`src/rtl/regfile_sequencer.sv`:
```
// Instruction-cycle sequencer and single write-port arbiter for the 16x16 register file.
// Outputs decode combinationally from the state register, so reset clears them asynchronously.
module regfile_sequencer #(
  parameter int PSP_BASE = 48,
  parameter int RSP_BASE = 56,
  parameter int DEPTH    = 8
) (
  input  logic        c_CLOCK,
  input  logic        c_RESET,
  input  logic        i_RUN,
  input  logic        i_HALT,
  input  logic        i_MEMREADY,
  input  logic        i_CLRFAULT,
  input  logic [15:0] i_PC,
  input  logic [15:0] i_PSP,
  input  logic [15:0] i_RSP,
  input  logic [1:0]  i_PSPOP,
  input  logic [1:0]  i_RSPOP,
  input  logic        i_WBREQ,
  input  logic [3:0]  i_WBADDR,
  input  logic [3:0]  i_RADDR,
  input  logic [15:0] i_WBDATA,
  input  logic        i_BRANCH,
  input  logic [15:0] i_BRTARGET,
  output logic [2:0]  o_STATE,
  output logic        o_FETCH,
  output logic [3:0]  o_RADDR,
  output logic [3:0]  o_WADDR,
  output logic [15:0] o_WDATA,
  output logic        o_WRITE,
  output logic [15:0] o_PCDATA,
  output logic        o_PCWRITE,
  output logic [1:0]  o_FAULT
);

  typedef enum logic [2:0] {
    S_IDLE   = 3'd0,
    S_FINAL  = 3'd1,
    S_FETCH  = 3'd2,
    S_SPWR   = 3'd3,
    S_DECODE = 3'd4,
    S_EXEC   = 3'd5,
    S_FAULT  = 3'd7
  } state_t;

  localparam logic [15:0] PSP_EMPTY = 16'(PSP_BASE);
  localparam logic [15:0] PSP_FULL  = 16'(PSP_BASE + DEPTH);
  localparam logic [15:0] RSP_EMPTY = 16'(RSP_BASE);
  localparam logic [15:0] RSP_FULL  = 16'(RSP_BASE + DEPTH);

  localparam logic [1:0] OP_PUSH = 2'b01;
  localparam logic [1:0] OP_POP  = 2'b10;

  state_t      state_q, state_d;
  logic [1:0]  psp_op_q, rsp_op_q;
  logic        wbreq_q;
  logic [3:0]  wbaddr_q;
  logic [3:0]  raddr_q;
  logic [1:0]  fault_q;
  logic [1:0]  dec_fault;
  logic        psp_pend, rsp_pend;
  logic        psp_clr, rsp_clr;

  // Latched op fields hold only push/pop; an op is cleared as its write issues.
  assign psp_pend = (psp_op_q == OP_PUSH) || (psp_op_q == OP_POP);
  assign rsp_pend = (rsp_op_q == OP_PUSH) || (rsp_op_q == OP_POP);

  always_comb begin
    dec_fault = 2'b00;
    if ((i_PSPOP == OP_PUSH) && (i_PSP == PSP_FULL))       dec_fault = 2'b01;
    else if ((i_PSPOP == OP_POP) && (i_PSP == PSP_EMPTY))  dec_fault = 2'b10;
    else if ((i_RSPOP == OP_PUSH) && (i_RSP == RSP_FULL))  dec_fault = 2'b01;
    else if ((i_RSPOP == OP_POP) && (i_RSP == RSP_EMPTY))  dec_fault = 2'b10;
  end

  always_comb begin
    state_d   = state_q;
    o_FETCH   = 1'b0;
    o_WADDR   = 4'd0;
    o_WDATA   = 16'd0;
    o_WRITE   = 1'b0;
    o_PCDATA  = 16'd0;
    o_PCWRITE = 1'b0;
    psp_clr   = 1'b0;
    rsp_clr   = 1'b0;
    case (state_q)
      S_IDLE: begin
        if (i_RUN) state_d = S_FETCH;
      end
      S_FETCH: begin
        o_FETCH = 1'b1;
        if (i_MEMREADY) state_d = S_DECODE;
      end
      S_DECODE: begin
        state_d = (dec_fault != 2'b00) ? S_FAULT : S_EXEC;
      end
      S_EXEC: begin
        state_d = (psp_pend || rsp_pend) ? S_SPWR : S_FINAL;
      end
      S_SPWR: begin
        // The register file writes unconditionally in this state code.
        if (psp_pend) begin
          o_WADDR = 4'd1;
          o_WDATA = (psp_op_q == OP_PUSH) ? i_PSP + 16'd1 : i_PSP - 16'd1;
          psp_clr = 1'b1;
          state_d = rsp_pend ? S_SPWR : S_FINAL;
        end else if (rsp_pend) begin
          o_WADDR = 4'd2;
          o_WDATA = (rsp_op_q == OP_PUSH) ? i_RSP + 16'd1 : i_RSP - 16'd1;
          rsp_clr = 1'b1;
          state_d = S_FINAL;
        end else begin
          state_d = S_FINAL;
        end
      end
      S_FINAL: begin
        if (wbreq_q) begin
          o_WRITE = 1'b1;
          o_WADDR = wbaddr_q;
          o_WDATA = i_WBDATA;
        end
        o_PCWRITE = 1'b1;
        o_PCDATA  = i_BRANCH ? i_BRTARGET : i_PC + 16'd1;
        state_d   = i_HALT ? S_IDLE : S_FETCH;
      end
      S_FAULT: begin
        if (i_CLRFAULT) state_d = S_IDLE;
      end
      default: state_d = S_IDLE;
    endcase
  end

  always_ff @(posedge c_CLOCK or posedge c_RESET) begin
    if (c_RESET) begin
      state_q  <= S_IDLE;
      psp_op_q <= 2'b00;
      rsp_op_q <= 2'b00;
      wbreq_q  <= 1'b0;
      wbaddr_q <= 4'd0;
      raddr_q  <= 4'd0;
      fault_q  <= 2'b00;
    end else begin
      state_q <= state_d;
      if (state_q == S_DECODE) begin
        raddr_q <= i_RADDR;
        if (dec_fault == 2'b00) begin
          psp_op_q <= (i_PSPOP == 2'b11) ? 2'b00 : i_PSPOP;
          rsp_op_q <= (i_RSPOP == 2'b11) ? 2'b00 : i_RSPOP;
          wbreq_q  <= i_WBREQ;
          wbaddr_q <= i_WBADDR;
        end else begin
          fault_q <= dec_fault;
        end
      end
      if (psp_clr) psp_op_q <= 2'b00;
      if (rsp_clr) rsp_op_q <= 2'b00;
      if ((state_q == S_FAULT) && i_CLRFAULT) fault_q <= 2'b00;
    end
  end

  assign o_STATE = state_q;
  assign o_RADDR = raddr_q;
  assign o_FAULT = fault_q;

endmodule

```
`config.mk`:
```
export PLATFORM = sky130hd
export DESIGN_NAME = regfile_sequencer
export DESIGN_NICKNAME = d
export VERILOG_FILES = /design/src/rtl/regfile_sequencer.sv
export SDC_FILE = /design/constraint.sdc
export NUM_CORES = 1
export LEC_CHECK = 0
export BUFFER_PORTS_ARGS = -buffer_cell sky130_fd_sc_hd__buf_2
export CAP_MARGIN = 10
export CORE_AREA = 2 2 82 84
export DETAILED_ROUTE_END_ITERATION = 12
export DIE_AREA = 0 0 84 86
export PLACE_DENSITY = 0.9
export SLEW_MARGIN = 20
export SYNTH_ARGS = -nofsm -noshare
export SYNTH_HDL_FRONTEND = slang
export SYNTH_SLANG_ARGS = --single-unit
```
`constraint.sdc`:
```
create_clock -name c_CLOCK -period 5.3 [get_ports c_CLOCK]
set_clock_uncertainty 0.2 [all_clocks]
set_input_delay 1.325 -clock c_CLOCK [delete_from_list [all_inputs] [get_ports c_CLOCK]]
set_output_delay 1.325 -clock c_CLOCK [all_outputs]
set_load 0.03 [all_outputs]
```
==> metrics.txt, run 1 <==
Setup crit end kind=primary output; CTS max path bufs=2; power consumption=0.00204 W; post-synthesis sequential area ratio=0.140; RSZ-0062 raised after global routing=false; pre-CTS setup slack=roughly 270 ps; Routed Wire Length=approximately 10 mm; area delta synth->final=25.4%; nets@finish=around 700; Top FF cell, synth=dfrtp_1; hold_buf cts=0; Synth top area share=0.140; synth top area cells=dfrtp_1, ha_1, a21oi_1; Power per Cell Area=507 mW/mm2; fill cell count=~560; DR WL/cell=between 15 and 20 um; post-CTS setup buffer count=0; mux contribution to synthesized area=0.0561; fin util=0.642; # DRC=0; GR Util All Layers=0.270; dominant cell type by area after synthesis=dfrtp_1; H-tree levels=1; Vias=3788; Port Buffers=about 150; Max VDD drop=between 0.3 and 0.4 mV; Tcrit/Tclk final=0.947; initial antenna violation count=0; Final min period=roughly 5000 ps; clock root cell=clkbuf_8; worst path required time=3770 ps; Final WS setup=278 ps; setup violators final=0; most common cell after layout, fill and taps aside=buf_2; Hold Crit Class=flop to flop; clock-pin slew on the worst setup and hold paths=~60 ps; I/O pin count=approximately 150; Initial Utilization=0.511; ANT nets after route=0; final hold viol count=0; total CTS buffers=3; largest family of logic cells by synthesized area=simple AND/OR/NAND/NOR gates; total gr overflow=0; cell area after synthesis=0.00321 mm2; vias in the first global route=between 3000 and 4000; synthesized area per cell=7.38 um2; Post-synth EDFFs=0; site row count=29; most frequent cells in the layout=buf_2, nor2_1, nand2_1; total die area=0.00722 mm2; Syn Inst Count=about 440; Critical Setup Path Class=primary input to primary output; synthesized net count=about 570; Max-Cap Viols=0; crit-path max FO=5; Resized cells post-CTS=0; Post-Synth XOR/XNOR Area=0.0982; crit path launch type=primary input; Worst Path Arrival=3500 ps; post-DR vias/cell=5.85; post-synthesis adder-cell area fraction=0.149; first-pass GRT wire length=between 15 and 20 mm; max-slew violation count=0; Synth Area in Compound Gates=0.240; Seq cells post-synth=18; clock latency on the worst-skew pair=between 200 and 300 ps; worst-margin pin slew=between 700 and 800 ps; Netlist cell types=57; DRT iter0 DRCs=between 300 and 400; layout cells sized above 1=0.303; CTS tree=yes; DRT Pass-1 Iters=4; Relative slew margins=0.522; setup TNS=0 ps; Pleak=1.96 nW; outcome=finished clean; ant diodes=0; Syn. warnings=0; Max Clock Freq=around 0.2 GHz; asr flop ratio synth=1.00; CORE AREA=0.00628 mm2; Die H=~86 um; DPL Wire Length=between 8 and 9 mm; largest net degree at the start of global routing=30; hold_ws=300 ps; TritonCTS Sinks=18; Die Span X=around 84 um; routability cong.=roughly 1.0; Synth Area in Simple Gates=0.277
==> Yosys cell counts, drive strengths merged, types with 3 or more instances <==
library cell and number:
nor2 54, nand2 45, a21oi 42, ha 35
o21ai 23, xnor2 20, dfrtp 18, inv 17
xor2 16, clkbuf 13, nand3 10, nor2b 10
mux2 9, nor4 8, o221ai 8, a21o 7
nor3 7, and3 6, mux2i 6, nand2b 6
nand4 6, a31oi 5, and2 5, or2 5
a211oi 4, nand3b 4, o22ai 4, a22oi 3
a31o 3, o31ai 3, or3 3
==> final timing paths <==
check | startpoint | to | slack (ps) | depth (start not counted)
worst max-delay path | i_RSP[9] | o_WDATA[14] | 280 | 10
worst min-delay path | o_RADDR[1]$_DFFE_PP0P_ | o_RADDR[1]$_DFFE_PP0P_ | 300 | 1
worst max register to register | o_STATE[1]$_DFFE_PP0P_ | wbaddr_q[2]$_DFFE_PP0P_ | 3040 | 5
worst min register to register | o_RADDR[1]$_DFFE_PP0P_ | o_RADDR[1]$_DFFE_PP0P_ | 300 | 1
max in group asynchronous | c_RESET | psp_op_q[1]$_DFFE_PP0P_ | 3470 | 2
min in group asynchronous | c_RESET | o_FAULT[1]$_DFFE_PP0P_ | 980 | 2
==> stage by stage <==
stage	std cells	cell area, um2
after floorplan	435	3210
after global routing	648	4030
after CTS	648	4030
after global placement	645	3990
final	648	4030
after detailed placement	645	3990
==> registers in the layout, indices dropped and copies added, names as in the netlist <==
name	cells
wbreq_q	1
o_STATE	3
wbaddr_q	4
psp_op_q	2
o_RADDR	4
o_FAULT	2
rsp_op_q	2
==> power by group <==
part	switching (W)	leakage (nW)	total [W]	internal [W]
Sequential	0.0000614	0.224	0.000259	0.000198
Clock	0.0000433	0.0216	0.0000938	0.0000505
Combinational	0.00105	1.72	0.00169	0.000645
==> area by class of cell <==
cell class | count | area (um2) | area share
timing repair buffer | 148 | 743 | 0.185
clock buffer | 3 | 41.3 | 0.0103
inverter | 17 | 63.8 | 0.0158
tap | 77 | 96.3 | 0.0239
sequential | 18 | 450 | 0.112
multi-input combinational | 385 | 2630 | 0.654
==> cells by family after synthesis <==
group,after synthesis
flops,18
buf+inv,32
mux,15
xor+xnor,36
compound gates,120
fa+ha+maj,37
simple gates,177
==> worst max-delay path, stage by stage <==
cell      delay, ps
buf_2           110
ha_1            360
and3_1          180
a211oi_1        270
o21ai_0         200
and3_1          230
o21ai_0         250
xor2_1          230
o221ai_1        130
buf_2           200
==> per-layer routing <==
metal  part of all wire  routed length [um]  up-vias  track usage
li1                   -                   -     1862            -
met1               0.44                4440     1754        0.362
met2               0.48                4840      142        0.452
met3              0.056                 570       30       0.0318
met4              0.031                 319        0       0.0968
met5                  0                   0        -            0
Note: power is estimated with default switching activity, not from simulation.
==> run 2: changes to the inputs <==
==> config.mk (replaced) <==
export PLATFORM = sky130hd
export DESIGN_NAME = regfile_sequencer
export DESIGN_NICKNAME = d
export VERILOG_FILES = /design/src/rtl/regfile_sequencer.sv
export SDC_FILE = /design/constraint.sdc
export NUM_CORES = 1
export LEC_CHECK = 0
export CAP_MARGIN = 10
export CORE_AREA = 2 2 74 76
export DETAILED_ROUTE_END_ITERATION = 12
export DIE_AREA = 0 0 76 78
export DONT_BUFFER_PORTS = 1
export PLACE_DENSITY = 0.83
export SLEW_MARGIN = 20
export SYNTH_ARGS = -nofsm -noshare
export SYNTH_HDL_FRONTEND = slang
export SYNTH_SLANG_ARGS = --single-unit
==> run 2 against run 1 <==
Compared with the run above:
- power shrank 7.2%
- critical path depth increased by 1
- final cell count decreased by 22%
- final area decreased by 17%
- hold slack better by 16 ps
- largest cell class unchanged
- largest power group unchanged
- highest routed layer unchanged
==> metrics.txt, run 2 (same netlist as run 1, synthesis figures left out) <==
outcome=finished clean; clock latency on the worst-skew pair=250 ps (about the same); routed length on met3=675 um (+18%); Vias=3260 (-14%); DRT iter0 DRCs=300 (-12%); Largest delay share family, worst path=compound AO/OA/AOI/OAI gates; Final WS setup=319 ps (+40.5 ps); most frequent cells in the layout=nor2_1, nand2_1, a21oi_1; post-DR vias/cell=6.48 (+11%); Pleak=1.37 nW (-30%); setup violators final=0 (unchanged); CTS max path bufs=2 (unchanged); worst path required time=3770 ps (about the same); clock-pin slew on the worst setup and hold paths=60 ps (about the same); Hold Crit Class=flop to flop; routed wl met2=4.32 mm (-11%); Die H=78 um (-9.3%); Relative slew margins=0.326 (-0.196); crit path launch type=flop; post-CTS setup buffer count=0 (unchanged); worst path buffer plus inverter count=2 (unchanged); worst reg2reg path depth=5 (unchanged); Cells after DPL=500 (-22%); ANT nets after route=0 (unchanged); top layer in use=met4; DR WL/cell=17.5 um (+12%); setup TNS=0 ps (unchanged); max-slew violation count=0 (unchanged); H-tree levels=1 (unchanged); Initial Utilization=0.637 (+0.125); power consumption=0.00190 W (-7.2%); Critical Setup Path Class=flop to primary output; largest stage delay on the critical path=460 ps (+100 ps); nets@finish=572 (-19%); DPL Wire Length=7.37 mm (-13%); vias in the first global route=2966 (-16%); crit-path max FO=17 (+12); CORE AREA=0.00504 mm2 (-20%); worst-margin pin slew=1000 ps (+286 ps); largest net degree at the start of global routing=30 (unchanged); total die area=0.00593 mm2 (-18%); area delta synth->final=4.36%; hold_sp=wbaddr_q[0]$_DFFE_PP0P_; placed cell area=0.00331 mm2 (-17%); Design Area, Final=0.00335 mm2 (-17%); Routed Wire Length=8.80 mm (-13%); Max VDD drop=0.263 mV (-21%); I/O pin count=148 (unchanged); site row count=26 (-10%); Worst Path Arrival=3460 ps (-40 ps); DRT Pass-1 Iters=5 (+1); Setup crit end kind=primary output; CP max-delay cell=inv_1; Max Clock Freq=0.201 GHz (+0.81%); worst reg2reg startpoint=o_STATE[1]$_DFFE_PP0P_; Port Buffers=0 (-100%); multi-input logic area=0.00263 mm2 (unchanged); most used cell, CP=ha_1; GR Util All Layers=0.281 (+0.0105); Crit path depth=11 (+1); Hold Path Cell Cnt=1 (unchanged); CTS tree=yes; TritonCTS Sinks=18 (unchanged); initial antenna violation count=0 (unchanged); ant diodes=0 (unchanged); first-pass GRT wire length=13.8 mm (-16%); Power per Cell Area=566 mW/mm2 (+12%); Die Span X=76 um (-9.5%); Resized cells post-CTS=0 (unchanged); Final min period=4980 ps (-40.5 ps); clock root cell=clkbuf_8; total CTS buffers=3 (unchanged); fill cell count=450 (-20%); Tcrit/Tclk final=0.940 (-0.00764); Max-Cap Viols=0 (unchanged); # DRC=0 (unchanged); r2r endpoint=wbaddr_q[3]$_DFFE_PP0P_; met1 WL=3.70 mm (-17%); routability cong.=1.01 (about the same); final hold viol count=0 (unchanged); most common cell after layout, fill and taps aside=nor2_1; worst hold endpoint=wbaddr_q[0]$_DFFE_PP0P_; pre-CTS setup slack=430 ps (+160 ps); non-filler instance count after layout=503 (-22%); hold_buf cts=0 (unchanged); total gr overflow=0 (unchanged); sequential standard cell area=450 um2 (unchanged); worst reg2reg setup slack=2900 ps (-140 ps); Cell Chain, Critical Path=ha_1, inv_1, ha_1, and3_1, a211oi_1, o21ai_0, a31o_2, a21oi_1, xor2_1, o221ai_1, buf_4; layout cells sized above 1=0.0808 (-0.222); RSZ-0062 raised after global routing=false
## run 2: cell count changes in the layout (fill, tap and decap cells not counted)
cell | before | now
a21boi_1 | 1 | 0
a21boi_0 | 1 | 2
buf_2 | 147 | 0
buf_4 | 1 | 10
## run 2: power breakdown
group          internal (W)   total, W  switching, W
registers          0.000197   0.000318      0.000121
clock network     0.0000505  0.0000934     0.0000429
logic              0.000571    0.00149      0.000914
total              0.000819    0.00190       0.00108
## run 2: stage by stage
stage | utilization | hold slack [ps]
2_1_floorplan | - | 273
3_3_place_gp | 0.656 | 289
3_5_place_dp | 0.656 | 296
4_1_cts | 0.665 | 308
5_1_grt | 0.665 | 325
6_report | 0.665 | 316
## run 2: worst max path at each step
stage	to	slack (ps)	start
6_report	o_WDATA[12]	320	rsp_op_q[0]$_DFFE_PP0P_
5_1_grt	o_WDATA[15]	30	rsp_op_q[0]$_DFFE_PP0P_
4_1_cts	o_WDATA[12]	350	rsp_op_q[0]$_DFFE_PP0P_
3_5_place_dp	o_WDATA[14]	430	i_PSP[0]
3_3_place_gp	o_WDATA[14]	470	i_PSP[0]
2_1_floorplan	o_WDATA[14]	490	i_PSP[0]
## run 2: layout make-up
class | count | area share
Timing Repair Buffer | 10 | 0.0224
Tap cell | 70 | 0.0261
Inverter | 17 | 0.0190
Clock buffer | 3 | 0.0123
Multi-Input combinational cell | 385 | 0.786
Sequential cell | 18 | 0.134
## run 2: layer usage
| metal | GRT usage | up-vias |
|---|---|---|
| met5 | 0 | - |
| met4 | 0.0527 | 0 |
| met1 | 0.358 | 1513 |
| met3 | 0.0593 | 14 |
| li1 | - | 1587 |
| met2 | 0.495 | 146 |
==> run 3: changes to the inputs <==
--- a/config.mk
+++ b/config.mk
@@ -6,11 +6,13 @@
 export NUM_CORES = 1
 export LEC_CHECK = 0
 export CAP_MARGIN = 10
-export CORE_AREA = 2 2 74 76
+export CELL_PAD_IN_SITES_DETAIL_PLACEMENT = 0
+export CELL_PAD_IN_SITES_GLOBAL_PLACEMENT = 2
+export CORE_AREA = 2 2 97 99
 export DETAILED_ROUTE_END_ITERATION = 12
-export DIE_AREA = 0 0 76 78
+export DIE_AREA = 0 0 99 101
 export DONT_BUFFER_PORTS = 1
-export PLACE_DENSITY = 0.83
+export PLACE_DENSITY = 0.89
 export SLEW_MARGIN = 20
 export SYNTH_ARGS = -nofsm -noshare
 export SYNTH_HDL_FRONTEND = slang
==> constraint.sdc (replaced) <==
create_clock -name c_CLOCK -period 5.9 [get_ports c_CLOCK]
set_clock_uncertainty 0.2 [all_clocks]
set_input_delay 1.475 -clock c_CLOCK [delete_from_list [all_inputs] [get_ports c_CLOCK]]
set_output_delay 1.475 -clock c_CLOCK [all_outputs]
set_load 0.03 [all_outputs]
==> run 3 against run 2 <==
Compared with the run above:
- critical path depth decreased by 1
- sequential cell count unchanged
- sequential power decreased by 9.7%
- non-clock buffer count decreased by 3
- sequential share of layout area decreased by 0.17 points
- die area increased by 69%
- final area increased by 1.3%
- final cell count increased by 7.8%
- global-route usage decreased by 10 points
- core utilization decreased by 29 points
- via count decreased by 4.8%
- clock power increased by 6.3%
- critical path type is now primary input to primary output
==> metrics.txt, run 3 (same netlist as run 1, synthesis figures left out) <==
initial antenna violation count=0 (unchanged); busiest grt layer=met2; vias in the first global route=3034 (+2.3%); post-CTS setup buffer count=0 (unchanged); Tcrit/Tclk final=0.888; largest net degree at the start of global routing=30 (unchanged); DPL Wire Length=7.95 mm (+7.9%); routability cong.=0.880 (-13%); CP Launch Point=i_PSP[0]; combinational share of power=0.774 (-0.009); Max VDD drop=0.155 mV (-41%); worst reg2reg path depth=5 (unchanged); clock group share of total power=0.058 (+0.009); DRT iter0 DRCs=138 (-54%); clock root cell=clkbuf_8; GR Util All Layers=0.180 (-0.101); worst-margin pin slew=1080 ps (+81.2 ps); Power per Cell Area=503 mW/mm2 (-11%); placed cell area=0.00334 mm2 (+0.87%); Max-Cap Viols=0 (unchanged); Initial Utilization=0.358 (-0.279); internal cell power=0.000741 W (-9.5%); hold_buf cts=0 (unchanged); Setup crit end kind=primary output; setup TNS=0 ps (unchanged); Relative slew margins=0.271 (-0.0545); worst path required time=4220 ps (+450 ps); Switching Share=0.566 (-0.00177); Design Area, Final=0.00339 mm2 (+1.3%); power consumption=0.00171 W (-9.9%); crit-path max FO=4 (-13); max-slew violation count=0 (unchanged); Resized cells post-CTS=0 (unchanged); TritonCTS Sinks=18 (unchanged); clock latency on the worst-skew pair=250 ps (about the same); CTS max path bufs=2 (unchanged); P_sw=0.000968 W (-10%); met2 usage=0.308 (-0.186); r2r endpoint=wbaddr_q[0]$_DFFE_PP0P_; layout cells sized above 1=0.0766 (-0.00427); post-DR vias/cell=5.73 (-12%); site row count=35 (+35%); Port Buffers=0 (unchanged); H-tree levels=1 (unchanged); Die Span X=99 um (+30%); most common cell after layout, fill and taps aside=nor2_1; worst reg2reg startpoint=o_STATE[1]$_DFFE_PP0P_; DR WL/cell=17.4 um (-0.73%); CTS tree=yes; Final WS setup=659 ps (+340 ps); CORE AREA=0.00898 mm2 (+78%); outcome=finished clean; Seq pwr share=0.168 (about the same); total CTS buffers=3 (unchanged); pre-CTS setup slack=697 ps (+268 ps); final hold viol count=0 (unchanged); RSZ-0062 raised after global routing=false; ANT nets after route=0 (unchanged); area delta synth->final=5.69%; setup violators final=0 (unchanged); total gr overflow=0 (unchanged); ant diodes=0 (unchanged); Critical Setup Path Class=primary input to primary output; Pleak=1.36 nW (-0.58%); Routed Wire Length=9.42 mm (+7.0%); Final min period=5240 ps; Die H=101 um (+29%); most frequent cells in the layout=nor2_1, nand2_1, a21oi_1; crit path launch type=primary input; worst reg2reg setup slack=3270 ps (+370 ps); grt met1 use=0.232 (-0.126); first-pass GRT wire length=14.8 mm (+7.1%); GR Util met3=0.0374 (-0.0219); I/O pin count=148 (unchanged); Hold Crit Class=flop to flop; Vias=3105 (-4.8%); fin util=0.378 (-0.287); DRT Pass-1 Iters=6 (+1); clock-pin slew on the worst setup and hold paths=60 ps (about the same); nets@finish=569 (-0.52%); Worst Path Arrival=3570 ps (+110 ps); CP endpoint=o_WDATA[14]; total die area=0.0100 mm2 (+69%); Max Clock Freq=0.191 GHz; # DRC=0 (unchanged)
-- run 3: changes by cell type in the layout (fill, tap and decap cells not counted), sizes merged --
| cell | delta |
|---|---|
| buf | -3 |
| clkbuf | +1 |
-- run 3: how the worst min path moves through the flow --
stage                                    endpoint  slack (ps)                     from  cells past startpoint
after floorplan           wbaddr_q[2]$_DFFE_PP0P_         270  wbaddr_q[2]$_DFFE_PP0P_                      1
after global placement    wbaddr_q[2]$_DFFE_PP0P_         290  wbaddr_q[2]$_DFFE_PP0P_                      1
after detailed placement  wbaddr_q[2]$_DFFE_PP0P_         290  wbaddr_q[2]$_DFFE_PP0P_                      1
after CTS                 wbaddr_q[2]$_DFFE_PP0P_         310  wbaddr_q[2]$_DFFE_PP0P_                      1
after global routing      wbaddr_q[2]$_DFFE_PP0P_         320  wbaddr_q[2]$_DFFE_PP0P_                      1
final                     wbaddr_q[3]$_DFFE_PP0P_         310  wbaddr_q[3]$_DFFE_PP0P_                      1
-- run 3: layout make-up --
type / count / area [um2]
inverters: 17 / 63.8
flip-flops and latches: 18 / 450
well taps: 111 / 139
multi-input cells: 385 / 2630
repair buffers: 7 / 52.6
fillers: 958 / 5580
clock buffers: 4 / 55.1
-- run 3: power by group through the flow --
stage	clock, W	combinational (W)	sequential [W]
after floorplan	0	0.00110	0.000255
after global placement	0	0.00131	0.000288
after detailed placement	0	0.00131	0.000289
after CTS	0.000101	0.00132	0.000287
after global routing	0.000109	0.00146	0.000297
final	0.0000993	0.00132	0.000287
-- run 3: stage by stage --
| stage | hold slack (ps) | std cells |
|---|---|---|
| after global placement | 290 | 538 |
| after CTS | 308 | 542 |
| after detailed placement | 287 | 538 |
| final | 306 | 542 |
| after global routing | 319 | 542 |
| after floorplan | 273 | 435 |
-- run 3: critical path, stage by stage --
cell,delay [ps]
inv_1,40
fa_1,460
nor2b_1,160
o2111ai_1,150
a21boi_0,330
o2111ai_1,200
o21ai_0,260
xnor2_1,160
o221ai_1,140
buf_4,190
-- run 3: per-layer routing --
| layer | part of all wire | up-vias | routed length [um] |
|---|---|---|---|
| met1 | 0.43 | 1391 | 4090 |
| li1 | - | 1582 | - |
| met5 | 0 | - | 0 |
| met4 | 0.016 | 0 | 149 |
| met2 | 0.47 | 121 | 4400 |
| met3 | 0.083 | 11 | 777 |
